`src/rtl/cfa_window_ctrl.sv`:
```
// Sequencer for the CFA 3x3 line buffer: accepts a raster Bayer stream, drives the buffer
// shift enable/data, and flags interior windows with centre coordinate and Bayer phase.
// Optional build macro CFA_CTRL_ERR_EN adds a sticky err output for truncated/orphan pixels.
module cfa_window_ctrl #(
    parameter int IMG_W     = 640,
    parameter int IMG_H     = 480,
    parameter int PIX_W     = 8,
    parameter int BAYER_PAT = 0
) (
    input  logic                     clk,
    input  logic                     rst,
    input  logic                     sof,
    input  logic                     pix_valid,
    input  logic [PIX_W-1:0]         pix_data,
    output logic                     pix_ready,
    output logic                     buf_en,
    output logic [PIX_W-1:0]         buf_din,
    output logic                     win_valid,
    output logic [$clog2(IMG_H)-1:0] win_row,
    output logic [$clog2(IMG_W)-1:0] win_col,
    output logic [1:0]               bayer_phase,
    output logic                     frame_done,
    output logic                     busy
`ifdef CFA_CTRL_ERR_EN
    ,
    output logic                     err
`endif
);

    localparam int ROW_W = $clog2(IMG_H);
    localparam int COL_W = $clog2(IMG_W);
    localparam logic [ROW_W-1:0] ROW_LAST = ROW_W'(IMG_H - 1);
    localparam logic [COL_W-1:0] COL_LAST = COL_W'(IMG_W - 1);
    localparam logic [1:0]       PAT      = 2'(BAYER_PAT);

    typedef enum logic [1:0] {
        ST_IDLE   = 2'd0,
        ST_ACTIVE = 2'd1,
        ST_DONE   = 2'd2
    } state_t;

    state_t           state_r, state_s;
    logic [ROW_W-1:0] row_r, row_s;
    logic [COL_W-1:0] col_r, col_s;
    logic             accept_s;
    logic             store_s;
    logic             last_s;
    logic             err_set_s;
    logic [ROW_W-1:0] st_row_s;
    logic [COL_W-1:0] st_col_s;

    // coordinates of the pixel currently presented on buf_din
    logic [ROW_W-1:0] s1_row_r;
    logic [COL_W-1:0] s1_col_r;
    logic             s1_last_r;
    logic             last_win_r;
    logic             win_hit_s;
    logic [ROW_W-1:0] ctr_row_s;
    logic [COL_W-1:0] ctr_col_s;

    assign accept_s = pix_valid & pix_ready;

    // Next-state, position counters and store decision for the pixel on the input port
    always_comb begin
        state_s   = state_r;
        row_s     = row_r;
        col_s     = col_r;
        store_s   = 1'b0;
        last_s    = 1'b0;
        err_set_s = 1'b0;
        st_row_s  = {ROW_W{1'b0}};
        st_col_s  = {COL_W{1'b0}};
        case (state_r)
            ST_IDLE: begin
                if (accept_s && sof) begin
                    store_s = 1'b1;
                    row_s   = {ROW_W{1'b0}};
                    col_s   = COL_W'(1);
                    state_s = ST_ACTIVE;
                end else if (accept_s) begin
                    err_set_s = 1'b1;
                end else begin
                    state_s = ST_IDLE;
                end
            end
            ST_ACTIVE: begin
                if (accept_s && sof) begin
                    // a new frame start truncates the current one; restart at (0,0)
                    store_s   = 1'b1;
                    err_set_s = 1'b1;
                    row_s     = {ROW_W{1'b0}};
                    col_s     = COL_W'(1);
                end else if (accept_s) begin
                    store_s  = 1'b1;
                    st_row_s = row_r;
                    st_col_s = col_r;
                    if (col_r == COL_LAST) begin
                        col_s = {COL_W{1'b0}};
                        if (row_r == ROW_LAST) begin
                            last_s  = 1'b1;
                            row_s   = {ROW_W{1'b0}};
                            state_s = ST_DONE;
                        end else begin
                            row_s = row_r + ROW_W'(1);
                        end
                    end else begin
                        col_s = col_r + COL_W'(1);
                    end
                end else begin
                    state_s = ST_ACTIVE;
                end
            end
            ST_DONE: begin
                state_s = ST_IDLE;
            end
            default: begin
                state_s = ST_IDLE;
            end
        endcase
    end

    // Window qualification for the pixel just shifted into the buffer
    always_comb begin
        win_hit_s = buf_en && (s1_row_r >= ROW_W'(2)) && (s1_col_r >= COL_W'(2));
        ctr_row_s = s1_row_r - ROW_W'(1);
        ctr_col_s = s1_col_r - COL_W'(1);
    end

    // State and position registers
    always_ff @(posedge clk or negedge rst) begin
        if (!rst) begin
            state_r <= ST_IDLE;
            row_r   <= {ROW_W{1'b0}};
            col_r   <= {COL_W{1'b0}};
        end else begin
            state_r <= state_s;
            row_r   <= row_s;
            col_r   <= col_s;
        end
    end

    // Handshake, buffer drive and window reporting pipeline
    always_ff @(posedge clk or negedge rst) begin
        if (!rst) begin
            pix_ready   <= 1'b0;
            busy        <= 1'b0;
            buf_en      <= 1'b0;
            buf_din     <= {PIX_W{1'b0}};
            s1_row_r    <= {ROW_W{1'b0}};
            s1_col_r    <= {COL_W{1'b0}};
            s1_last_r   <= 1'b0;
            win_valid   <= 1'b0;
            win_row     <= {ROW_W{1'b0}};
            win_col     <= {COL_W{1'b0}};
            bayer_phase <= 2'b00;
            last_win_r  <= 1'b0;
            frame_done  <= 1'b0;
        end else begin
            pix_ready  <= (state_s != ST_DONE);
            busy       <= (state_s == ST_ACTIVE) || (state_s == ST_DONE);
            buf_en     <= store_s;
            if (store_s) begin
                buf_din <= pix_data;
            end
            s1_row_r   <= st_row_s;
            s1_col_r   <= st_col_s;
            s1_last_r  <= last_s;
            win_valid  <= win_hit_s;
            if (win_hit_s) begin
                win_row     <= ctr_row_s;
                win_col     <= ctr_col_s;
                bayer_phase <= {ctr_row_s[0], ctr_col_s[0]} ^ PAT;
            end
            last_win_r <= buf_en & s1_last_r;
            frame_done <= last_win_r;
        end
    end

`ifdef CFA_CTRL_ERR_EN
    // Sticky protocol error flag
    always_ff @(posedge clk or negedge rst) begin
        if (!rst) begin
            err <= 1'b0;
        end else begin
            err <= err | err_set_s;
        end
    end
`endif

endmodule

```
`config.mk`:
```
export PLATFORM = sky130hd
export DESIGN_NAME = cfa_window_ctrl
export DESIGN_NICKNAME = d
export VERILOG_FILES = /design/src/rtl/cfa_window_ctrl.sv
export SDC_FILE = /design/constraint.sdc
export NUM_CORES = 1
export LEC_CHECK = 0
export CORE_ASPECT_RATIO = 1.2
export CORE_UTILIZATION = 45
export CTS_CLUSTER_DIAMETER = 40
export DETAILED_ROUTE_END_ITERATION = 7
export PLACE_DENSITY = 0.68
export REMOVE_ABC_BUFFERS = 1
export SETUP_SLACK_MARGIN = 0.4
export SYNTH_ARGS = -nofsm -noshare
export SYNTH_HDL_FRONTEND = slang
export SYNTH_SLANG_ARGS = --single-unit
```
`constraint.sdc`:
```
create_clock -name clk -period 3.6 [get_ports clk]
set_input_delay 0.72 -clock clk [delete_from_list [all_inputs] [get_ports clk]]
set_output_delay 0.72 -clock clk [all_outputs]
set_load 0.005 [all_outputs]
```
Word level (Yosys, flattened, before mapping). Cells that the tools add are included.

Output and inout bits: 34. Word-level logic and storage cells: 74. Bits in registers: 76. Input bits: 12.

Bitwise gates (word level): 2. Eq/ne operators: 9. Add/sub/neg operators: 4. Muxes and demuxes: 33. Reductions and logical operators: 8. Magnitude comparators: 2.

Operators by type and width (count): $mux W9 (8); $mux W10 (7); $pmux W10 S2 (1); $pmux W9 S2 (1); $mux W2 (6); $add A10 B1 Y10 const B (1); $eq A10 B10 Y1 const B (1); $ge A10 B2 Y1 const B (1); $sub A10 B1 Y10 const B (1); $add A9 B1 Y9 const B (1); $eq A9 B9 Y1 const B (1); $ge A9 B2 Y1 const B (1); $sub A9 B1 Y9 const B (1); $mux W1 (8); $ne A3 B3 Y1 const B (2); $eq A2 B1 Y1 const B (2); $ne A2 B2 Y1 const B (2); $pmux W2 S2 (1); $reduce_and A4 Y1 (1); $logic_and A1 B1 Y1 (3); $reduce_and A3 Y1 (1); $and A1 B1 Y1 (2); $eq A2 B2 Y1 const B (1); $logic_not A2 Y1 (1); 3 further kinds (3).

Depth between registers and ports, before layout. Gate-level depths: netlist of the first run.

Word-level depth: 8. Mapped depth: 8. Gate-level depth less buffers: 7.

Worst setup path before layout of the first run. Ideal clock, no wire load.

Path kind: register -> register. Start point: register col_r[0]. End point: register busy. Data required time: 3.537 ns. Arrival: 1.948 ns. Buffers on the path: 0. Setup time: 0.063 ns. Period minus slack after synthesis: 2.011 ns. Cell stages (with the launch flop): 8. Path slack: 1.589 ns. Cell sequence: dfrtp_1 ha_1 nand4_4 or4_4 o31ai_1 a21o_2 ha_1 inv_1.

Longest elaborated chain between the ends: 7. Elaborated cells between the ends (all ways): 8. Classes of those cells: eq/ne (3); mux (4); reduce/logical (1).

RTL lines: from (decl) (line 44) `logic [COL_W-1:0] col_r, col_s;`; from (signal assigned) (line 134) `col_r <= {COL_W{1'b0}};`; from (signal assigned) (line 138) `col_r <= col_s;`; $eq A10 B10 Y1 * (line 97) `if (col_r == COL_LAST) begin`; $mux W2 * (line 97); $mux W2 * (line 93) `end else if (accept_s) begin`; $mux W2 * (line 87) `if (accept_s && sof) begin`; $pmux W2 S2 * (line 73) `case (state_r)`; $eq A2 B1 Y1 / $eq A2 B2 Y1 (equally long branches) (line 160) `busy <= (state_s == ST_ACTIVE) || (state_s == ST_DONE);`; $logic_or A1 B1 Y1 * (line 160); to (signal assigned) (line 160); to (decl) (line 23) `output logic busy`.

Mark *: on every way between the ends. The rest lies on a longest branch, timed or not. A chain may end at the register's enable or synchronous reset.

Final worst setup path of the first run.
Start point: input pix_valid. End point: register row_r[4].

Longest elaborated chain between the ends: 4. Elaborated cells between the ends (all ways): 8. Classes of those cells: eq/ne (3); mux (2); bitwise (1); reduce/logical (2).

RTL lines: from (decl) (line 13) `input logic pix_valid,`; $and A1 B1 Y1 * (line 61) `assign accept_s = pix_valid & pix_ready;`; $logic_and A1 B1 Y1 (line 75, 87); $ne A3 B3 Y1 (no line) (tied with other cells); $reduce_and A4 Y1 (no line) / $pmux W9 S2 (equally long branches); to (signal assigned) (line 133) `row_r <= {ROW_W{1'b0}};`; to (signal assigned) (line 137) `row_r <= row_s;`; to (decl) (line 43) `logic [ROW_W-1:0] row_r, row_s;`.

Marked as above.

==> summary.txt, run 1 <==
Global route
  • Global route total overflow: 0
  • Total Routing Usage GR: roughly 18%
  • First-pass GRT wire length: 10.24 mm
  • Initial antenna violation count: 0
  • Vias in the first global route: roughly 2,200
  • Largest net degree at the start of global routing: 75

Placement
  • PortBufs: 45
  • GPL Wtd Cong: between 0.8 and 0.9
  • DP Wirelength: roughly 4.0 mm

Setup path
  • CP bufs+invs: 2
  • CP most frequent cell: o21ai_0
  • CP endpoint kind: flip-flop
  • Crit start category: input pin
  • Largest stage delay on the critical path: 0.50 ns
  • CP delay by family, top: buffers and inverters
  • Kind of critical path: in -> reg
  • Crit-path cells: clkdlybuf4s50_1 > nand3b_1 > or2_2 > inv_1 > o21ai_2 > o21ai_0 > o21ai_0
  • Critical Path RT: about 3.8 ns
  • Crit path DAT: ~2.7 ns
  • Reg-to-reg endpoint: busy
  • Crit path max-delay cell type: clkdlybuf4s50_1
  • R2R Setup Slk: roughly 1.4 ns
  • Reg-to-Reg Start: col_r[0]
  • Reg2reg path depth: 7
  • Largest fanout on the critical path: 15

Min path
  • Hold Path Depth: 0
  • Worst hold start: last_win_r
  • WHS Endpoint: frame_done
  • Worst hold path type: reg -> reg

Floorplanning
  • Die width: 80.69 um
  • Die height: 96.42 um
  • Full die area: between 7000 and 8000 um2
  • Number of cell rows: 34
  • I/O Pins: 46
  • Core Footprint: 7232 um2
  • Effective utilization at floorplan: about 46%

Layout
  • Commonest non-fill, non-tap cells in the layout: dfrtp_1 (74), clkdlybuf4s50_1 (44), nand2_1 (43), and2_1 (22), mux2_2 (17)
  • Final #Nets: about 380
  • Ant diodes: 0
  • Commonest non-fill, non-tap cell in the layout: dfrtp_1
  • Layout cells sized above 1: ~12%
  • Area Overhead vs Synth: 20.58%
  • Filler cells: 650

Outcome
  • Run status: finished, final reports clean

Clock tree
  • Post-CTS Setup Bufs: 0
  • Total CTS buffers: 9
  • Total clock sinks: 74
  • H-tree depth: 3
  • CTS tree: built
  • # resized after CTS: 0
  • Cts hold-fix bufs: 0
  • Clock buffer depth: 2
  • Clk_lat worst skew: approximately 0.34 ns
  • Reg clk slew, reported paths: approximately 0.070 ns
  • Root Buffer: clkbuf_8

Logic synthesis
  • Adder-Cell Fraction of Synth Area: roughly 2.6%
  • Cell taking the most area after synthesis: dfrtp_1
  • Post-synthesis cell type count: between 40 and 50
  • Ys async rst share: 100.0%
  • Cell count after synthesis: 308
  • Post-synthesis cell area: 3343 um2
  • Compound-Gate Fraction of Synth Area: under 10%
  • Ys flop type: dfrtp_1
  • Post-synth EDFFs: 0
  • Top cell type's share of synthesized area: 55.39%
  • Synth Area in XOR/XNOR: between 4 and 5%
  • Yosys warning count: 0
  • Post-synthesis mux area share: between 6 and 7%
  • Largest family of logic cells by synthesized area: simple AND/OR/NAND/NOR gates
  • Flops & latches, synth: between 70 and 80
  • Sequential area share after synthesis: a little under three fifths
  • Syn Area/Cell: between 10 and 15 um2
  • Synth area leaders: dfrtp_1 (55%), mux2_2 (5.7%), nand2_1 (4.8%), and2_1 (4.1%), ha_1 (2.6%)
  • Post-synthesis simple-gate area fraction: between 20% and 30%

Pwr
  • Pwr per Cell Area: 530.4 nW/um2
  • Max VDD drop: roughly 280 uV
  • Design Power: around 2.1 mW
  • LEAKAGE: 1.802 nW

STA
  • Slew headroom: 29.22%
  • Final setup TNS: 0 ns
  • Min Hold Slack: ~0.37 ns
  • Clock period minus worst slack: 2.476 ns
  • F_max: roughly 0.40 GHz
  • Fin crit share: between 60% and 70%
  • Least-Margin Pin Slew: between 1 and 1.5 ns
  • Setup violators final: 0
  • Worst Skew: 0.006857 ns
  • Fin. Hold Viols: 0
  • Slew Limit Fails: 0
  • RSZ-0062 raised after global routing: no

Routing
  • Via count: about 2,300
  • Via/cell ratio: around 5.1
  • DRC Markers: 0
  • Wirelength per Cell: roughly 13 um
  • Routed WL: around 5.8 mm
  • Initial DRC count: between 80 and 90
  • First-pass iteration count of the detailed router: 4
  • ANT nets after route: 0

Job
  • MaxCap Viol Count: 0
-- synthesized netlist by cell type (2+ instances only) --
library cell,number
and3_1,2
nor3b_1,2
a21oi_1,5
nor4_1,4
mux2i_1,2
nand4_1,3
nand2b_1,5
o31ai_1,2
nand2_1,43
xnor2_1,8
a31oi_1,3
xor2_1,9
mux2_2,17
ha_1,7
buf_2,3
nor2_1,15
o22ai_1,3
o21ai_1,2
a32o_1,2
buf_4,2
nor3_1,8
o21ai_0,13
clkbuf_1,5
and2_1,22
dfrtp_1,74
inv_1,14
nand3b_1,3
nand3_1,11
-- stage by stage --
step                      util (%)  worst slack [ns]  std cells  instance area (um2)
after detailed placement     53.53            0.7702        435                 3871
after floorplan                  -             1.123        298                 3294
after global routing         55.74            0.9108        450                 4031
final                        55.74             1.124        450                 4031
after global placement       53.53            0.8207        435                 3871
after CTS                    55.74             1.129        450                 4031
-- final cells by class --
type | count | area [um2] | area share [%]
clock buffer | 10 | 127.6 | 3.166
sequential | 74 | 1852 | 45.93
timing repair buffer | 47 | 460.4 | 11.42
multi-input combinational | 210 | 1394 | 34.57
inverter | 14 | 52.55 | 1.304
clock inverter | 5 | 32.53 | 0.8070
tap | 90 | 112.6 | 2.793
-- per-layer routing --
metal,global-route usage [%],share of wire [%]
met5,0,0
met4,8.482,1.8
met3,4.319,4.0
met2,28.53,48
met1,21.76,47
-- kinds of logic (layout without fill, tap and decap cells) --
kind of cell / Yosys count / in the layout
AO/OA/AOI/OAI: 37 / 37
XOR/XNOR: 17 / 17
adder cells (fa/ha/maj): 7 / 7
buffers and inverters: 24 / 76
flip-flops: 74 / 74
multiplexers: 19 / 19
AND/OR/NAND/NOR: 130 / 130
-- sequential cells by signal (all words and copies together), names as in the netlist, 2 cells and up --
| signal | cells |
|---|---|
| buf_din | 8 |
| col_r | 10 |
| row_r | 9 |
| s1_col_r | 10 |
| s1_row_r | 9 |
| state_r | 2 |
| win_col | 10 |
| win_row | 9 |
-- how the worst max path moves through the flow --
stage                          from       end  cells after the start
after CTS                 pix_valid  row_r[4]                      7
after global placement    pix_valid  row_r[8]                      7
after detailed placement  pix_valid  row_r[8]                      7
after floorplan           pix_valid      busy                      6
after global routing      pix_valid  row_r[2]                      7
final                     pix_valid  row_r[4]                      7
-- power by group --
part,switching [mW],internal [mW]
clock,0.294,0.244
sequential,0.0947,0.973
combinational,0.175,0.358
total,0.563,1.57
(Power assumes the default switching activity.)
==> run 2: changes to the inputs <==
==> constraint.sdc (replaced) <==
create_clock -name clk -period 2.3 [get_ports clk]
set_input_delay 0.46 -clock clk [delete_from_list [all_inputs] [get_ports clk]]
set_output_delay 0.46 -clock clk [all_outputs]
set_load 0.005 [all_outputs]
==> run 2 against run 1 <==
  * Clock skew hardly changed
  * Die area unchanged
  * Global-route usage rose by 0.79 points
  * Worst hold slack got worse by 0.23 ns
  * Highest routed layer unchanged
  * Sequential cell count unchanged
  * Routed wire length is 14% higher
==> summary.txt, run 2 (same netlist as run 1, synthesis figures left out) <==
Pwr
  • Sw frac: between 20% and 30%
  • Pwr per Cell Area: roughly 850 nW/um2
  • Internal: 2.799 mW
  • Clock power share: between 30% and 40%
  • Logic pwr share: approximately a quarter
  • Max VDD drop: approximately 430 uV
  • Switching component of the power: 0.9367 mW
  • Sequential share of power: 44.9%
  • LEAKAGE: around 1.9 nW

Layout
  • Non-filler cells, final: between 400 and 500
  • Final #Nets: slightly below 400
  • Layout cells sized above 1: between 20 and 25%
  • Commonest non-fill, non-tap cells in the layout: dfrtp_1 (73), clkdlybuf4s50_1 (44), nand2_1 (41), and2_1 (22), buf_4 (18)
  • Ant diodes: 0
  • Top Registers: col_r: 10 flops, s1_col_r: 10 flops, win_col: 10 flops
  • Post-layout instance area: around 4400 um2
  • Commonest non-fill, non-tap cell in the layout: dfrtp_1
  • Core Util, Final: between 60% and 70%
  • Filler cells: between 500 and 600
  • Area Overhead vs Synth: 31.32%

Clock tree
  • Reg clk slew, reported paths: 0.08 ns
  • Total clock sinks: 74
  • Clk_lat worst skew: between 0.3 and 0.4 ns
  • Root Buffer: clkbuf_8
  • Cts hold-fix bufs: 0
  • H-tree depth: 3
  • Clock buffer depth: 2
  • Total CTS buffers: 9
  • CTS tree: built

Floorplanning
  • Core Footprint: 7232 um2
  • Effective utilization at floorplan: 46.23%
  • Number of cell rows: 34
  • I/O Pins: 46
  • Full die area: 7780 um2
  • Die height: ~96 um
  • Die width: between 80 and 90 um

STA
  • Final setup TNS: 0 ns
  • Clock period minus worst slack: 1.922 ns
  • RSZ-0062 raised after global routing: yes
  • Setup violators final: 0
  • Worst Skew: between 0.006 and 0.007 ns
  • Slew Limit Fails: 0
  • F_max: 0.5204 GHz
  • Min Hold Slack: about 0.14 ns
  • Fin crit share: 83.56%
  • Slew headroom: 60.94%
  • Least-Margin Pin Slew: between 0.5 and 0.6 ns
  • Fin. Hold Viols: 0

Job
  • MaxCap Viol Count: 0

Min path
  • Worst hold path type: in -> async

Routing
  • DRC Markers: 0
  • Via count: between 2,000 and 2,500
  • Wirelength per Cell: around 14 um
  • Initial DRC count: 176
  • Via/cell ratio: between 5 and 6
  • ANT nets after route: 0
  • Routed WL: 6.582 mm
  • First-pass iteration count of the detailed router: 4

Setup path
  • Critical Path RT: 2.59 ns
  • Largest stage delay on the critical path: 0.56 ns
  • CP endpoint kind: flip-flop
  • CP delay by family, top: simple AND/OR/NAND/NOR gates
  • Crit-path cells: ha_4 > nand4_4 > or4_4 > o31ai_4 > a21o_2 > ha_4 > inv_2
  • CP most frequent cell: ha_4
  • CP bufs+invs: 1
  • Largest fanout on the critical path: 3
  • Crit path max-delay cell type: or4_4
  • Crit start category: flip-flop
  • Kind of critical path: reg -> reg
  • Crit path DAT: around 2.2 ns

Placement
  • Dpl cell area: between 3000 and 4000 um2
  • GPL Wtd Cong: ~0.87
  • Placed insts: 440
  • PortBufs: 45
  • DP Wirelength: 4.184 mm

Global route
  • First-pass GRT wire length: around 11 mm
  • Largest net degree at the start of global routing: 75
  • Global route total overflow: 0
  • Initial antenna violation count: 0
  • Vias in the first global route: between 2,000 and 2,500
  • Total Routing Usage GR: 18.29%

Outcome
  • Run status: finished, final reports clean
==> run 2: changes by cell type in the layout (fill, tap and decap cells not counted), sizes merged <==
cell and change:
bufinv +2, a21oi +1, clkbuf +2, clkinvlp -3, clkdlybuf4s15 +1, buf +17
==> run 2: area by class of cell <==
class	count	area, um2	share of cell area, %
inverter	14	52.55	1.197
timing repair buffer	65	611.8	13.94
clock inverter	4	73.82	1.681
tap	90	112.6	2.565
clock buffer	12	155.1	3.534
sequential	74	1853	42.21
multi-input combinational	211	1531	34.88
==> run 2: through the flow <==
stage,setup slack (ns),total power [mW]
floorplan,0.004469,2.035
global placement,0.1221,2.536
detailed placement,0.04786,2.573
CTS,0.3299,3.737
global route,0.3174,3.958
finish,0.3782,3.735
==> run 2: power by group through the flow <==
stage                     Sequential [mW]  Combinational [mW]  Clock [mW]
after floorplan                      1.70               0.333           0
after global placement               1.70               0.841           0
after detailed placement             1.71               0.864           0
after CTS                            1.68               0.898        1.16
after global routing                 1.72                1.02        1.22
final                                1.68               0.917        1.14
==> run 2: per-layer routing <==
layer,share of wire [%],wire [um],global-route usage [%]
met1,44,2883,22.07
met2,51,3338,30.58
met3,3.5,231,3.380
met5,0,0,0
met4,2.0,129,10.71
==> run 2: final timing paths <==
check	start	endpoint	slack (ns)	cells past startpoint
max	col_r[0]	busy	0.38	7
min	rst	win_row[5]	0.14	2
max reg2reg	col_r[0]	busy	0.38	7
min reg2reg	last_win_r	frame_done	0.36	0
max in group asynchronous	rst	col_r[5]	1.86	2
min in group clk	last_win_r	frame_done	0.36	0
==> run 2: worst reg2reg max path, stage by stage, from the launching register on <==
cell	delay [ns]
dfrtp_1	0.42
ha_4	0.18
nand4_4	0.10
or4_4	0.56
o31ai_4	0.19
a21o_2	0.19
ha_4	0.20
inv_2	0.04
==> run 2: what timing repair did <==
item / 4_1_cts / 5_1_grt
setup endpoints to repair: 30 / 14
resized for setup: 10 / 23
cloned: 1 / 1
pin swaps: 6 / 9
setup buffers: 6 / 6
==> run 3: changes to the inputs <==
--- a/config.mk
+++ b/config.mk
@@ -9,7 +9,7 @@
 export CORE_UTILIZATION = 45
 export CTS_CLUSTER_DIAMETER = 40
 export DETAILED_ROUTE_END_ITERATION = 7
-export PLACE_DENSITY = 0.68
+export PLACE_DENSITY = 0.7
 export REMOVE_ABC_BUFFERS = 1
 export SETUP_SLACK_MARGIN = 0.4
 export SYNTH_ARGS = -nofsm -noshare
==> constraint.sdc (replaced) <==
create_clock -name clk -period 1.76 [get_ports clk]
set_input_delay 0.352 -clock clk [delete_from_list [all_inputs] [get_ports clk]]
set_output_delay 0.352 -clock clk [all_outputs]
set_load 0.005 [all_outputs]
==> run 3 against run 2 <==
  * The flow now finishes with violations (hold timing, setup timing)
  * Clock skew down 0.00050 ns
  * Sequential share of layout area down 7.8 points
  * Largest cell class unchanged
  * Worst hold slack worse by 0.14 ns
  * Via count up 17%
  * Design area up 22%
  * Register-to-register slack worse by 0.51 ns
  * Highest routed layer unchanged
==> summary.txt, run 3 (same netlist as run 1, synthesis figures left out) <==
Layout
  • Commonest non-fill, non-tap cell in the layout: buf_4
  • Top Registers: col_r: 10 flops, s1_col_r: 10 flops, win_col: 10 flops
  • Final #Nets: 482
  • Filler cells: a little over 500
  • Ant diodes: 0
  • Commonest non-fill, non-tap cells in the layout: buf_4 (78), dfrtp_1 (74), buf_6 (28), clkdlybuf4s15_1 (28), nand2_1 (27)
  • Core Util, Final: between 70% and 80%
  • Layout cells sized above 1: about 46%
  • FF/Latch Area: 1852 um2
  • Multi-input gate area: approximately 1700 um2
  • Area Overhead vs Synth: 60.85%

Routing
  • Via count: between 2,000 and 3,000
  • First-pass iteration count of the detailed router: 4
  • Wirelength per Cell: 15.32 um
  • ANT nets after route: 0
  • Routed WL: about 8.6 mm
  • Initial DRC count: 67
  • DRC Markers: 0
  • Via/cell ratio: 5.145

Floorplanning
  • I/O Pins: 46
  • Effective utilization at floorplan: between 40% and 50%
  • Die width: a little over 80 um
  • Core Footprint: ~7200 um2
  • Die height: ~96 um
  • Full die area: about 7800 um2
  • Number of cell rows: 34

STA
  • F_max: between 0.5 and 0.6 GHz
  • Least-Margin Pin Slew: 0.5710 ns
  • Slew headroom: between 60% and 70%
  • Fin crit share: 107.6%
  • Final setup TNS: -1.878 ns
  • Worst Skew: just over 0.006 ns
  • Slew Limit Fails: 0
  • Fin. Hold Viols: 1
  • Min Hold Slack: -0.001146 ns
  • RSZ-0062 raised after global routing: yes
  • Worst Slack Setup Final: -0.1339 ns
  • Setup violators final: 31
  • Clock period minus worst slack: between 1.5 and 2 ns

Outcome
  • Run status: finished with violations
  • Failing checks: hold timing, setup timing

Pwr
  • Pwr per Cell Area: about 1000 nW/um2
  • LEAKAGE: around 2.6 nW
  • Max VDD drop: just over 700 uV

Global route
  • First-pass GRT wire length: about 13 mm
  • Global route total overflow: 0
  • Vias in the first global route: roughly 3,000
  • Total Routing Usage GR: about a quarter
  • Initial antenna violation count: 0
  • Largest net degree at the start of global routing: 75

Setup path
  • Crit path DAT: 2.14 ns
  • Largest fanout on the critical path: 3
  • Crit start category: flip-flop
  • Kind of critical path: reg -> reg
  • CP endpoint kind: flip-flop
  • Critical Path RT: 2.01 ns

Clock tree
  • H-tree depth: 3
  • Clk_lat worst skew: between 0.3 and 0.4 ns
  • CTS tree: built
  • Root Buffer: clkbuf_8
  • Cts hold-fix bufs: 0
  • Reg clk slew, reported paths: about 0.08 ns
  • Clock buffer depth: 2
  • Total clock sinks: 74
  • Total CTS buffers: 9

Placement
  • GPL Wtd Cong: ~0.85
  • DP Wirelength: about 4.9 mm
  • PortBufs: 45

Min path
  • Worst hold path type: in -> async

Job
  • MaxCap Viol Count: 0
run 3: routing by layer:
layer / GRT usage [%] / share of wire, %
met3: 4.695 / 3.2
met2: 44.56 / 56
met1: 25.61 / 38
met4: 9.821 / 3.1
met5: 0 / 0
run 3: timing repair:
item | CTS | global route
pin swaps | 29 | 29
endpoints found under the setup margin | 105 | 93
buffers inserted | 30 | 14
gates cloned | 3 | 0
gates resized for setup | 132 | 64
hold endpoints to repair | 0 | 0
run 3: final timing paths:
kind | endpoint | slack [ns] | startpoint | cells past startpoint
hold reg to reg | frame_done | 0.35 | last_win_r | 0
max in group asynchronous | col_r[0] | 1.44 | rst | 2
hold / removal | win_row[3] | -0.001 | rst | 2
setup reg to reg | win_row[8] | -0.13 | s1_row_r[3] | 4
setup / recovery | win_row[8] | -0.13 | s1_row_r[3] | 4
min in group clk | frame_done | 0.35 | last_win_r | 0
run 3: layout make-up:
| class | instances | share of cell area [%] |
|---|---|---|
| clock buffer | 10 | 2.559 |
| sequential | 74 | 34.43 |
| clock inverter | 6 | 2.094 |
| inverter | 14 | 1.070 |
| multi-input combinational | 212 | 31.88 |
| tap | 90 | 2.094 |
| timing repair buffer | 152 | 25.87 |
run 3: critical path: stages, from the launching register on:
cell and delay [ns]:
dfrtp_1 0.39, or4_4 0.58, or3_4 0.40, xnor2_2 0.15
mux2_2 0.27
run 3: stage by stage:
step / setup slack, ns / instance area, um2 / cells / total power, mW
2_1_floorplan: -0.5355 / 3294 / 298 / 2.659
3_3_place_gp: -0.2943 / 4334 / 495 / 3.411
3_5_place_dp: -0.3841 / 4334 / 495 / 3.470
4_1_cts: -0.1628 / 5076 / 544 / 5.169
5_1_grt: -0.1891 / 5378 / 558 / 5.718
6_report: -0.1339 / 5378 / 558 / 5.428
run 3: where the power goes:
| group | total (mW) | internal (mW) | switching (mW) |
|---|---|---|---|
| clock | 1.65 | 0.985 | 0.661 |
| combinational | 1.61 | 1.02 | 0.585 |
| sequential | 2.17 | 1.99 | 0.182 |
